==> src/rtl/tri_fetch_seq.sv <==
`default_nettype none
// ============================================================================
//  Module   : tri_fetch_seq
//  Purpose  : Walks triangle indices 0..num_tris-1, issues one tri_reader
//             read per index, buffers returned blocks (tagged with their
//             index) in an in-order first-word-fall-through FIFO and streams
//             them to the intersection stage over valid/ready. A credit rule
//             bounds outstanding reads so the FIFO can never overflow.
//  Ports    : clk, reset_n           - clock, async active-low reset
//             start/num_tris/baseaddr - pass launch (sampled when idle)
//             busy/done/err           - pass status, sticky protocol error
//             rd_*                    - request/return side of tri_reader
//             tri_*                   - output stream (head of return FIFO)
//  Revision : 1.0 - initial release
// ============================================================================
module tri_fetch_seq #(
   parameter int NDWORDS    = 1,
   parameter int FIFO_DEPTH = 4
) (
   input  logic                    clk,
   input  logic                    reset_n,
   input  logic                    start,
   input  logic [31:0]             num_tris,
   input  logic [31:0]             baseaddr,
   output logic                    busy,
   output logic                    done,
   output logic                    err,
   output logic [31:0]             rd_baseaddr,
   output logic [31:0]             rd_index,
   output logic                    rd_read,
   input  logic                    rd_ready,
   input  logic [32*NDWORDS-1:0]   rd_data,
   input  logic                    rd_valid,
   output logic [32*NDWORDS-1:0]   tri_data,
   output logic [31:0]             tri_index,
   output logic                    tri_last,
   output logic                    tri_valid,
   input  logic                    tri_ready
);

   localparam int BLOCKSZ = 32 * NDWORDS;
   localparam int AW      = $clog2(FIFO_DEPTH);
   localparam int CW      = AW + 1;

   typedef enum logic [1:0] {
      S_IDLE   = 2'd0,
      S_ISSUE  = 2'd1,
      S_DRAIN  = 2'd2,
      S_FINISH = 2'd3
   } state_t;

   state_t              state_q;
   logic [31:0]         num_q;
   logic [31:0]         base_q;
   logic [31:0]         issued_q;
   logic [31:0]         returned_q;
   logic [CW-1:0]       count_q;
   logic [AW-1:0]       wr_ptr_q;
   logic [AW-1:0]       rd_ptr_q;
   logic                err_q;

   logic [BLOCKSZ-1:0]  data_mem [FIFO_DEPTH];
   logic [31:0]         idx_mem  [FIFO_DEPTH];

   logic [31:0]         outstanding;
   logic                accept;
   logic                pop;
   logic                push;
   logic                full;
   logic                bad_valid;
   logic                start_ok;
   logic [CW-1:0]       count_d;

   assign outstanding = issued_q - returned_q;

   // Credit: a read may only be in flight if a FIFO slot is reserved for it.
   assign rd_read   = (state_q == S_ISSUE) &&
                      (({1'b0, outstanding} + 33'(count_q)) < 33'(FIFO_DEPTH));
   assign accept    = rd_read & rd_ready;
   assign tri_valid = (count_q != '0);
   assign pop       = tri_valid & tri_ready;
   assign full      = (count_q == CW'(FIFO_DEPTH));
   // A full FIFO can still take a word when the head leaves in the same cycle.
   assign bad_valid = rd_valid & ((outstanding == 32'd0) | (full & ~pop));
   assign push      = rd_valid & ~bad_valid;
   assign start_ok  = start & (state_q == S_IDLE);
   assign count_d   = count_q + CW'(push) - CW'(pop);

   assign busy        = (state_q != S_IDLE);
   assign done        = (state_q == S_FINISH);
   assign err         = err_q;
   assign rd_baseaddr = base_q;
   assign rd_index    = issued_q;
   // Head is forced to zero when empty so stale entries never leak out.
   assign tri_data    = tri_valid ? data_mem[rd_ptr_q] : '0;
   assign tri_index   = tri_valid ? idx_mem[rd_ptr_q]  : '0;
   assign tri_last    = tri_valid && (tri_index == (num_q - 32'd1));

   always_ff @(posedge clk or negedge reset_n) begin
      if (!reset_n) begin
         state_q    <= S_IDLE;
         num_q      <= '0;
         base_q     <= '0;
         issued_q   <= '0;
         returned_q <= '0;
         count_q    <= '0;
         wr_ptr_q   <= '0;
         rd_ptr_q   <= '0;
         err_q      <= 1'b0;
      end else if (start_ok) begin
         num_q      <= num_tris;
         base_q     <= baseaddr;
         issued_q   <= '0;
         returned_q <= '0;
         count_q    <= '0;
         wr_ptr_q   <= '0;
         rd_ptr_q   <= '0;
         err_q      <= 1'b0;
         state_q    <= (num_tris == 32'd0) ? S_FINISH : S_ISSUE;
      end else begin
         if (accept)    issued_q   <= issued_q + 32'd1;
         if (push) begin
            returned_q <= returned_q + 32'd1;
            wr_ptr_q   <= wr_ptr_q + AW'(1);
         end
         if (pop)       rd_ptr_q   <= rd_ptr_q + AW'(1);
         if (bad_valid) err_q      <= 1'b1;
         count_q <= count_d;

         case (state_q)
            S_ISSUE: begin
               if (accept && ((issued_q + 32'd1) == num_q))
                  state_q <= S_DRAIN;
            end
            S_DRAIN: begin
               if (pop && tri_last)
                  state_q <= S_FINISH;
            end
            S_FINISH: state_q <= S_IDLE;
            default:  state_q <= S_IDLE;
         endcase
      end
   end

   // Storage needs no reset: visibility is governed by count/pointers only.
   always_ff @(posedge clk) begin
      if (push) begin
         data_mem[wr_ptr_q] <= rd_data;
         idx_mem[wr_ptr_q]  <= returned_q;
      end
   end

endmodule
`default_nettype wire

==> config.mk <==
export PLATFORM = sky130hd
export DESIGN_NAME = tri_fetch_seq
export DESIGN_NICKNAME = d
export VERILOG_FILES = /design/src/rtl/tri_fetch_seq.sv
export SDC_FILE = /design/constraint.sdc
export NUM_CORES = 1
export LEC_CHECK = 0
export BUFFER_PORTS_ARGS = -buffer_cell sky130_fd_sc_hd__buf_2
export CAP_MARGIN = 25
export CORE_MARGIN = 2
export CORE_UTILIZATION = 50
export DETAILED_ROUTE_END_ITERATION = 8
export PLACE_DENSITY = 0.7
export SYNTH_ARGS = -nofsm -noshare
export SYNTH_HDL_FRONTEND = slang
export SYNTH_SLANG_ARGS = --single-unit
export TNS_END_PERCENT = 5
==> constraint.sdc <==
create_clock -name clk -period 5.6 [get_ports clk]
set_input_delay 0.56 -clock clk [delete_from_list [all_inputs] [get_ports clk]]
set_output_delay 0.56 -clock clk [all_outputs]
set_load 0.02 [all_outputs]
# Yosys cells after proc, flatten, opt, wreduce, memory -nomap -nowiden
# Memories as Yosys holds them, arrays and structs flattened.
# Index checks and enable logic that the tools add are counted.
dict set report op_classes {
  shifts 0
  bitwise_logic 9
  magnitude_cmp 1
  n_div 0
  reduce_logical 14
  add_sub_neg 9
  eq_ne 8
  multipliers 0
  n_mux 20
}
# op n
set ops {}
lappend ops {{32-bit 2-to-1 mux} 6}
lappend ops {{32-bit by 1-bit adder with 32-bit output (second input constant)} 2}
lappend ops {{32-bit == test} 2}
lappend ops {{32-bit zero test} 2}
lappend ops {{32-bit by 3-bit adder with 33-bit output} 1}
lappend ops {{33-bit by 3-bit less-than comparator with 1-bit output (second input constant)} 1}
lappend ops {{32-bit by 1-bit subtractor with 32-bit output (second input constant)} 1}
lappend ops {{32-bit subtractor} 1}
lappend ops {{2-bit 2-to-1 mux} 8}
lappend ops {{2-bit nonzero test} 5}
lappend ops {{1-bit AND} 6}
lappend ops {{2-bit by 1-bit adder with 2-bit output (second input constant)} 2}
lappend ops {{2-bit == test (second input constant)} 2}
lappend ops {{1-bit logical AND} 4}
lappend ops {{1-bit 2-to-1 mux} 4}
lappend ops {{2-bit one-hot mux with 2 select lines} 1}
lappend ops {{3-bit by 1-bit adder with 3-bit output} 1}
lappend ops {{3-bit == test (second input constant)} 1}
lappend ops {{3-bit 2-to-1 mux} 1}
lappend ops {{3-bit by 2-bit inequality test with 1-bit output (second input constant)} 1}
lappend ops {{3-bit inequality test (second input constant)} 1}
lappend ops {{3-bit nonzero test} 1}
lappend ops {{3-bit by 1-bit subtractor with 3-bit output} 1}
lappend ops {{2-bit by 1-bit == test with 1-bit output (second input constant)} 1}
lappend ops {{other kinds (4)} 5}
dict set report word_totals {
  latchBits 0
  out_inout_bits 134
  mem_bits_ro 0
  n_memories 2
  reg_bits 138
  input_bits 102
  ramBits 256
  wordCells 72
}
# name words width rd rd_clocked_by_memory_dff write_ports line_no
set mem_list {}
lappend mem_list {data_mem 4 32 1 0 1 62} ;# logic [BLOCKSZ-1:0] data_mem [FIFO_DEPTH];
lappend mem_list {idx_mem 4 32 1 0 1 63} ;# logic [31:0] idx_mem [FIFO_DEPTH];

# Longest topological paths before layout
# Gate-level depths: netlist of the first run.
dict set report logic_depth {
  depth_word 11
  mapped_depth 20
  depth_no_buf 19
}

# Least setup slack after synthesis of the first run
# Ideal clock, no wire load.
dict set report synth_path {
  kind {register to register}
  startpoint {register issued_q[0] (netlist: rd_index[0])}
  endpoint {memory data_mem[0][0] in the netlist's numbering (enable)}
  setup_time_ps 429
  synth_period_minus_slack_ps 5083
  path_buffers 1
  setup_slack_ps 517
  stages_incl_launch_ff 15
  required_ps 5171
  arrival_time_ps 4654
  cell_sequence {dfrtp_1 inv_1 ha_1 fa_1 nand2b_1 a21oi_1 o21ai_0 and4b_1 a311oi_1 or2_2 a2111o_1 nor4_1 nor2_1 clkbuf_1 and2_1}
}
dict set report synth_via {
  elab_chain_len 8
}
# element line_no
set synth_rtl {}
lappend synth_rtl {{start: declaration} 55} ;# logic [31:0] issued_q;
lappend synth_rtl {{start signal: assignment} 121} ;# if (accept) issued_q <= issued_q + 32'd1;
lappend synth_rtl {{32-bit subtractor} 74} ;# assign outstanding = issued_q - returned_q;
lappend synth_rtl {{32-bit zero test} 84} ;# assign bad_valid = rd_valid & ((outstanding == 32'd0) | (full & ~pop));
lappend synth_rtl {{1-bit bitwise OR} 84}
lappend synth_rtl {{1-bit AND} 84}
lappend synth_rtl {{1-bit inverter} 85} ;# assign push = rd_valid & ~bad_valid;
lappend synth_rtl {{1-bit AND} 85}
lappend synth_rtl {{1-bit 2-to-1 mux} 147} ;# if (push) begin
lappend synth_rtl {{1-bit 2-to-1 mux (implied by the code)} 148} ;# data_mem[wr_ptr_q] <= rd_data;
lappend synth_rtl {{end: declaration} 62}
# No other way between the ends.

# Worst setup path in the final report of the first run
dict set report layout_path {
  startpoint {register returned_q[13]}
  endpoint {output port rd_read}
}
dict set report layout_via {
  elab_chain_len 4
}
# element line_no
set layout_rtl {}
lappend layout_rtl {{start: declaration} 56} ;# logic [31:0] returned_q;
lappend layout_rtl {{start signal: assignment} 123} ;# returned_q <= returned_q + 32'd1;
lappend layout_rtl {{32-bit subtractor} 74}
lappend layout_rtl {{32-bit by 3-bit adder with 33-bit output} 78} ;# (({1'b0, outstanding} + 33'(count_q)) < 33'(FIFO_DEPTH));
lappend layout_rtl {{33-bit by 3-bit less-than comparator with 1-bit output} 78}
lappend layout_rtl {{1-bit logical AND} 77} ;# assign rd_read = (state_q == S_ISSUE) &&
lappend layout_rtl {{end: declaration} 30} ;# output logic rd_read,
# No other way between the ends.

==> reports/qor.csv, run 1 <==
stage;metric;value;unit
logic_synthesis;main flop type after synthesis;edfxtp_1;
logic_synthesis;count leader, synth;nand2_1;
floorplanning;# IOs;236;
floorplanning;initial core utilization;50.3;%
place;placed cells;2597;
logic_synthesis;post-synthesis register bit count;394;
place;post-DP HPWL;42.2;mm
timing;setup violation total in the final timing report;0;
place;pre-CTS WS;0.136;ns
routing;Initial DRT Pass Iterations;5;
logic_synthesis;Synth Area in Compound Gates;9.70;%
global_route;largest net degree at the start of global routing;79;
floorplanning;Placeable Area;41700;um^2
timing;Period minus WS final;5.56;ns
cells_and_area;area grow syn2layout;15.3;%
clocking;Root Driver;clkbuf_16;
routing;WL final;57.6;mm
timing;fmax;180;MHz
logic_synthesis;register area share after synthesis;53.1;%
logic_synthesis;top cells by area, synth;edfxtp_1 37%, dfrtp_1 16%, mux4_2 6.9%;
logic_synthesis;top cells by count, synth;304 x nand2_1, 256 x edfxtp_1, 138 x dfrtp_1;
critical_path;setup slack, reg-to-reg;0.47;ns
clocking;Clock Pin Slew Worst Setup and Hold Paths;0.07;ns
logic_synthesis;Simple-Gate Fraction of Synth Area;17.7;%
timing;setup ws final;0.0409;ns
logic_synthesis;post-synthesis mux area share;7.99;%
clocking;CTS HTree Levels;2;
logic_synthesis;Post-Syn Nets;2033;
worst_hold_path;HP Start;baseaddr[28];
logic_synthesis;Avg Inst Size Synth;11.1;um^2
floorplanning;die area;43600;um^2
power;leakage;0.00981;uW
critical_path;Crit. End Element;output pin;
critical_path;critical path arrival;5.00;ns
clocking;worst-case clock buffer depth;3;
cells_and_area;share of layout cells above drive strength 1;22.4;%
logic_synthesis;Yosys top cell area share;36.6;%
timing;total negative slack;0;ns
worst_hold_path;min-delay worst type;primary input to register;
routing;DRC viols;0;
routing;Vias;16100;
logic_synthesis;Post-synth EDFFs;256;
routing;post-DR vias/cell;6.04;
floorplanning;row cnt;75;
critical_path;RR Startpoint;returned_q[13];
flow_run;max-cap violations;0;
global_route;Remaining Overflow, GRT;0;
logic_synthesis;Mapped Cells;1882;
place;GPL Wtd Cong;0.921;
timing;max-slew violation count;0;
timing;clock skew;0.0196;ns
global_route;initial antenna violation count;1;
cells_and_area;Filler cells;3426;
logic_synthesis;Synth Area in Adders;2.99;%
logic_synthesis;Synth area leader;edfxtp_1;
logic_synthesis;fraction of registers with async set/reset;35.0;%
cells_and_area;FF+latch area;11200;um^2
floorplanning;die width;209;um
critical_path;worst r2r path cells;14;
timing;period utilization;99.3;%
timing;RSZ-0062 raised after global routing;true;
logic_synthesis;Synth Area in XOR/XNOR;5.39;%
critical_path;Setup crit start kind;register;
routing;Iter 0 DRT Violations;1500;
global_route;first-pass GRT wire length;89.9;mm
critical_path;Worst Path Required;5.04;ns
logic_synthesis;largest family of logic cells by synthesized area;simple AND/OR/NAND/NOR gates;
cells_and_area;area of the multi-input gates;9300;um^2
status;status;completed;
worst_hold_path;Worst Hold End;rd_baseaddr[28];
routing;DR WL/cell;21.6;um
logic_synthesis;yosys warns;0;
place;PortBufs;235;
cells_and_area;post-route insts no fill;2672;
critical_path;CP Cell Sequence;inv_1 > ha_2 > and4_4 > nor2_1 > mux2_2 > a31o_1 > a311o_1 > or4_1 > or4_4 > or4_4 > and2_4 > nor2_1 > nand2_1 > a21oi_2 > buf_6;
timing;Slew @ Worst Pin;0.987;ns
clocking;CTS Buf Count;39;
critical_path;CP Max Fanout;9;
cells_and_area;number of nets in the layout;2255;
timing;Final Hold Slack;0.199;ns
critical_path;Max stage delay on crit path;0.55;ns
worst_hold_path;Worst Hold Path Cells;3;
power;VDD IR-drop max;0.000301;V
timing;Fin. Hold Viols;0;
cells_and_area;post-layout util;58.0;%
global_route;gr usage total;26.5;%
logic_synthesis;synth unique cells;83;
power;Pwr per Cell Area;498;nW/um^2
critical_path;Slowest cell on crit path;or4_4;
cells_and_area;number of antenna diodes;0;
timing;slew margin rel.;33.6;%
global_route;number of global-route vias before repair;15500;
critical_path;Critical R2R Capture;state_q[0];
clocking;clock sink total;394;
routing;number of routed nets with antenna violations;0;
critical_path;kind of critical path;register to output pin;
logic_synthesis;Mapped Area;21000;um^2
clocking;CTS tree;built;
floorplanning;Die H;209;um
clocking;worst-skew pair later-pin latency;0.54;ns
==> critical path: cells and delay by family (launching register included) <==
family / cells / cell delay (ns)
AOI/OAI and AO/OA: 3 / 0.73
adders and majority gates: 1 / 0.44
buffers and inverters: 2 / 0.26
DFF: 1 / 0.51
muxes: 1 / 0.26
and+or+nand+nor: 8 / 2.25
==> cell type report <==
cell class | instances | share of cell area (%)
inverter | 68 | 1.06
tap | 539 | 2.79
timing repair buffer | 278 | 6.57
clock buffer | 48 | 4.26
sequential | 394 | 46.2
clock inverter | 22 | 0.683
multi-input combinational | 1323 | 38.5
==> cell usage in the layout (no fill, tap or decap), types with 8 or more instances in the layout <==
cell and n:
clkbuf_1 8, buf_2 233, ha_2 10, buf_4 36, dfrtp_2 15, dfrtp_1 122
nand3_1 36, edfxtp_1 256, xor2_1 32, a21oi_1 68, inv_1 68, and2_1 67
nand2b_1 22, o211ai_1 13, nor4_1 43, or3_1 18, a31o_2 12, a211oi_1 15
mux2i_1 20, o21ai_0 60, nor2_1 108, ha_1 36, nand2_1 303, nand4_1 30
nand3b_1 8, and3_1 20, xnor2_1 97, nor3_1 43, nor2b_1 10, clkbuf_16 40
mux4_2 64, or4_1 14, a31oi_1 12, clkinv_2 11, a21o_1 16
==> registers in the layout, indices dropped and copies added (netlist names) <==
name	cells
num_q	32
state_q	2
idx_mem	128
rd_ptr_q	2
err	1
data_mem	128
wr_ptr_q	2
rd_baseaddr	32
rd_index	32
count_q	3
returned_q	32
==> metrics by stage <==
step | cell area [um^2] | power [uW]
after floorplan | 21000 | 7790
after global placement | 22800 | 9430
after detailed placement | 22800 | 9530
after CTS | 24100 | 12100
after global routing | 24200 | 12700
final | 24200 | 12000
==> kinds of logic after synthesis <==
group,after synthesis
buffers and inverters,165
adders and majority gates,49
AOI/OAI and AO/OA,299
xor gates and xnor gates,129
muxes,87
DFF,394
and+or+nand+nor,759
==> timing repair <==
action | in CTS | in global routing
hold endpoints to repair | 49 | 0
cloned | 0 | 0
pin swaps | 5 | 2
setup endpoints to repair | 1 | 62
hold buffers | 1 | 0
buffers inserted | 3 | 1
resized for setup | 28 | 16
==> worst max path at each step <==
stage                   start  slack (ns)  cells past startpoint        endpoint
3_3_place_gp    returned_q[0]        0.24                     18      count_q[2]
4_1_cts         returned_q[0]        0.01                     17         rd_read
3_5_place_dp    returned_q[0]        0.14                     17      count_q[1]
5_1_grt           rd_index[0]       -0.13                     18         rd_read
2_1_floorplan     rd_index[0]        0.52                     14  data_mem[0][0]
6_report       returned_q[13]        0.04                     15         rd_read
==> layer usage <==
| metal | vias up | share of wire [%] | GRT usage, % |
|---|---|---|---|
| met3 | 74 | 7.0 | 3.94 |
| li1 | 7363 | - | - |
| met2 | 590 | 46 | 41.6 |
| met4 | 0 | 2.4 | 7.41 |
| met1 | 8110 | 44 | 38.8 |
| met5 | - | 0 | 0 |
==> power by group <==
part	switching [uW]	internal, uW	total (uW)
logic	3200	2080	5290
registers	554	3710	4270
clock network	1120	1370	2490
(Power assumes the default switching activity.)
==> inputs of run 2 (changes only) <==
Settings changed: PLACE_DENSITY 0.7 to 0.73.
Clock period 5.6 ns to 4.5 ns, I/O delays scaled along.
==> run 2 against run 1 <==
- the flow now finishes with violations (negative setup slack)
- cell count up 7.6%
- combinational power up 35%
- clock-buffer cell count up 3
- flip-flop and latch count unchanged
- global-route usage up 0.92 points
- cell area up 8.2%
- critical path type unchanged
- critical endpoint unchanged
==> reports/qor.csv, run 2 (synthesis gave the netlist of run 1 again) <==
stage;metric;value;unit;change
global_route;first-pass GRT wire length;93.5;mm;+4.0%
clocking;CTS Buf Count;41;;+5.1%
timing;Period minus WS final;5.31;ns;
place;pre-CTS WS;-0.522;ns;-0.658 ns
worst_hold_path;Worst Hold Path Cells;3;;unchanged
routing;number of routed nets with antenna violations;0;;unchanged
routing;Vias;16900;;+4.8%
worst_hold_path;Worst Hold End;rd_baseaddr[27];;
timing;Fin. Hold Viols;0;;unchanged
flow_run;max-cap violations;0;;unchanged
timing;Slew @ Worst Pin;0.959;ns;-0.0279 ns
global_route;gr usage total;27.5;%;+0.92 points
critical_path;RR Startpoint;returned_q[1];;
global_route;number of global-route vias before repair;16500;;+6.6%
power;leakage;0.0110;uW;+12%
floorplanning;# IOs;236;;unchanged
critical_path;Critical R2R Capture;rd_index[9];;
critical_path;worst r2r path cells;17;;+3
clocking;clock sink total;394;;unchanged
clocking;worst-case clock buffer depth;3;;unchanged
power;VDD IR-drop max;0.000318;V;+5.4%
timing;max-slew violation count;0;;unchanged
cells_and_area;number of nets in the layout;2456;;+8.9%
timing;slew margin rel.;36.1;%;+2.5 points
floorplanning;Die H;209;um;unchanged
timing;period utilization;118;%;
cells_and_area;Filler cells;3260;;-4.8%
timing;RSZ-0062 raised after global routing;true;;
routing;DR WL/cell;21.0;um;-2.4%
timing;Final Hold Slack;0.0999;ns;-0.0987 ns
cells_and_area;number of antenna diodes;0;;unchanged
timing;fmax;189;MHz;
floorplanning;initial core utilization;50.3;%;unchanged
power;Pwr per Cell Area;601;nW/um^2;+21%
power;Power Total;15700;uW;+31%
routing;Initial DRT Pass Iterations;6;;+1
clocking;Root Driver;clkbuf_16;;
critical_path;Worst Path Required;4.05;ns;-0.99 ns
global_route;largest net degree at the start of global routing;78;;-1.3%
critical_path;Crit. End Element;output pin;;
cells_and_area;most common cell after layout, fill and taps aside;nand2_1;;
cells_and_area;commonest non-fill, non-tap cells in the layout;302 x nand2_1, 256 x edfxtp_1, 233 x buf_2;;
status;failing checks;negative setup slack;;
routing;WL final;60.5;mm;+5.1%
critical_path;setup slack, reg-to-reg;-0.59;ns;-1.06 ns
global_route;initial antenna violation count;0;;-1
clocking;worst-skew pair later-pin latency;0.55;ns;about the same
place;PortBufs;235;;unchanged
floorplanning;row cnt;75;;unchanged
clocking;Clock Pin Slew Worst Setup and Hold Paths;0.06;ns;about the same
cells_and_area;Largest regs;data_mem (128), idx_mem (128);;
floorplanning;die width;209;um;unchanged
clocking;CTS HTree Levels;2;;unchanged
status;status;finished with violations;;
routing;post-DR vias/cell;5.88;;-2.6%
critical_path;Setup crit start kind;register;;
critical_path;kind of critical path;register to output pin;;
clocking;CTS tree;built;;
global_route;Remaining Overflow, GRT;0;;unchanged
timing;setup violation total in the final timing report;36;;+36
worst_hold_path;HP Start;baseaddr[27];;
routing;Iter 0 DRT Violations;1600;;+6.7%
place;post-DP HPWL;43.9;mm;+4.0%
timing;setup ws final;-0.805;ns;-0.846 ns
cells_and_area;area grow syn2layout;24.8;%;
cells_and_area;share of layout cells above drive strength 1;29.2;%;+6.8 points
critical_path;critical path arrival;4.86;ns;-0.14 ns
critical_path;CP Max Fanout;5;;-4
floorplanning;Placeable Area;41700;um^2;unchanged
routing;DRC viols;0;;unchanged
timing;clock skew;0.0202;ns;+0.000534 ns
place;GPL Wtd Cong;0.920;;-0.13%
worst_hold_path;min-delay worst type;primary input to register;;
floorplanning;die area;43600;um^2;unchanged
## run 2: cell count changes in the layout (fill, tap and decap cells not counted), sizes merged
cell / change
buf: +199
bufinv: +3
clkbuf: +3
clkinv: -1
clkinvlp: -1
inv: +1
## run 2: stage by stage
step,instance area [um^2],setup TNS (ns),utilization [%],instances
2_1_floorplan,21000,-125.28,-,1882
3_3_place_gp,24300,-12.41,58.3,2784
3_5_place_dp,24300,-28.49,58.3,2784
4_1_cts,26000,-14.85,62.4,2871
5_1_grt,26200,-24.76,62.8,2876
6_report,26200,-17.88,62.8,2876
## run 2: area by class of cell
cell class	count	area, um^2	share of cell area, %
clock buffer	51	1090	4.18
clock inverter	24	234	0.894
inverter	68	255	0.975
multi-input combinational	1323	9470	36.2
sequential	394	11100	42.6
tap	539	674	2.58
timing repair buffer	477	3300	12.6
## run 2: timing repair
item	in CTS	in global routing
gates resized for setup	46	30
buffers inserted	6	7
cloned	5	0
hold buffers	1	0
endpoints found under the setup margin	315	293
pin swaps	8	3
endpoints found under the hold margin	73	0
## run 2: how the worst max path moves through the flow
stage | to | depth (start not counted) | from
2_1_floorplan | data_mem[0][0] | 14 | rd_index[0]
3_3_place_gp | rd_index[9] | 16 | returned_q[11]
3_5_place_dp | rd_index[28] | 15 | returned_q[16]
4_1_cts | rd_read | 18 | rd_index[0]
5_1_grt | rd_read | 17 | returned_q[0]
6_report | rd_read | 15 | returned_q[1]
## run 2: critical path, stage by stage (launching register included)
cell and delay [ns]:
dfrtp_1 0.42, inv_1 0.07, ha_1 0.30, nor2b_1 0.14, o2111ai_1 0.35, a21oi_2 0.18
a31o_1 0.24, a311o_1 0.38, or4_1 0.55, or4_4 0.51, or4_4 0.55, and2_4 0.17
nor2_1 0.11, nand2_1 0.07, a21oi_2 0.14, buf_6 0.14
## run 2: per-layer routing
metal | track usage, % | routed length (um)
met3 | 3.32 | 4630
met1 | 39.6 | 26000
met5 | 0 | 0
met2 | 44.5 | 28500
met4 | 7.02 | 1390
## run 2: report_power, final
group	switching (uW)	leakage, uW	total [uW]	internal [uW]
Sequential	625	0.00421	5240	4620
Clock	1400	0.000644	3370	1960
Combinational	4170	0.00615	7130	2960
Total	6200	0.0110	15700	9540
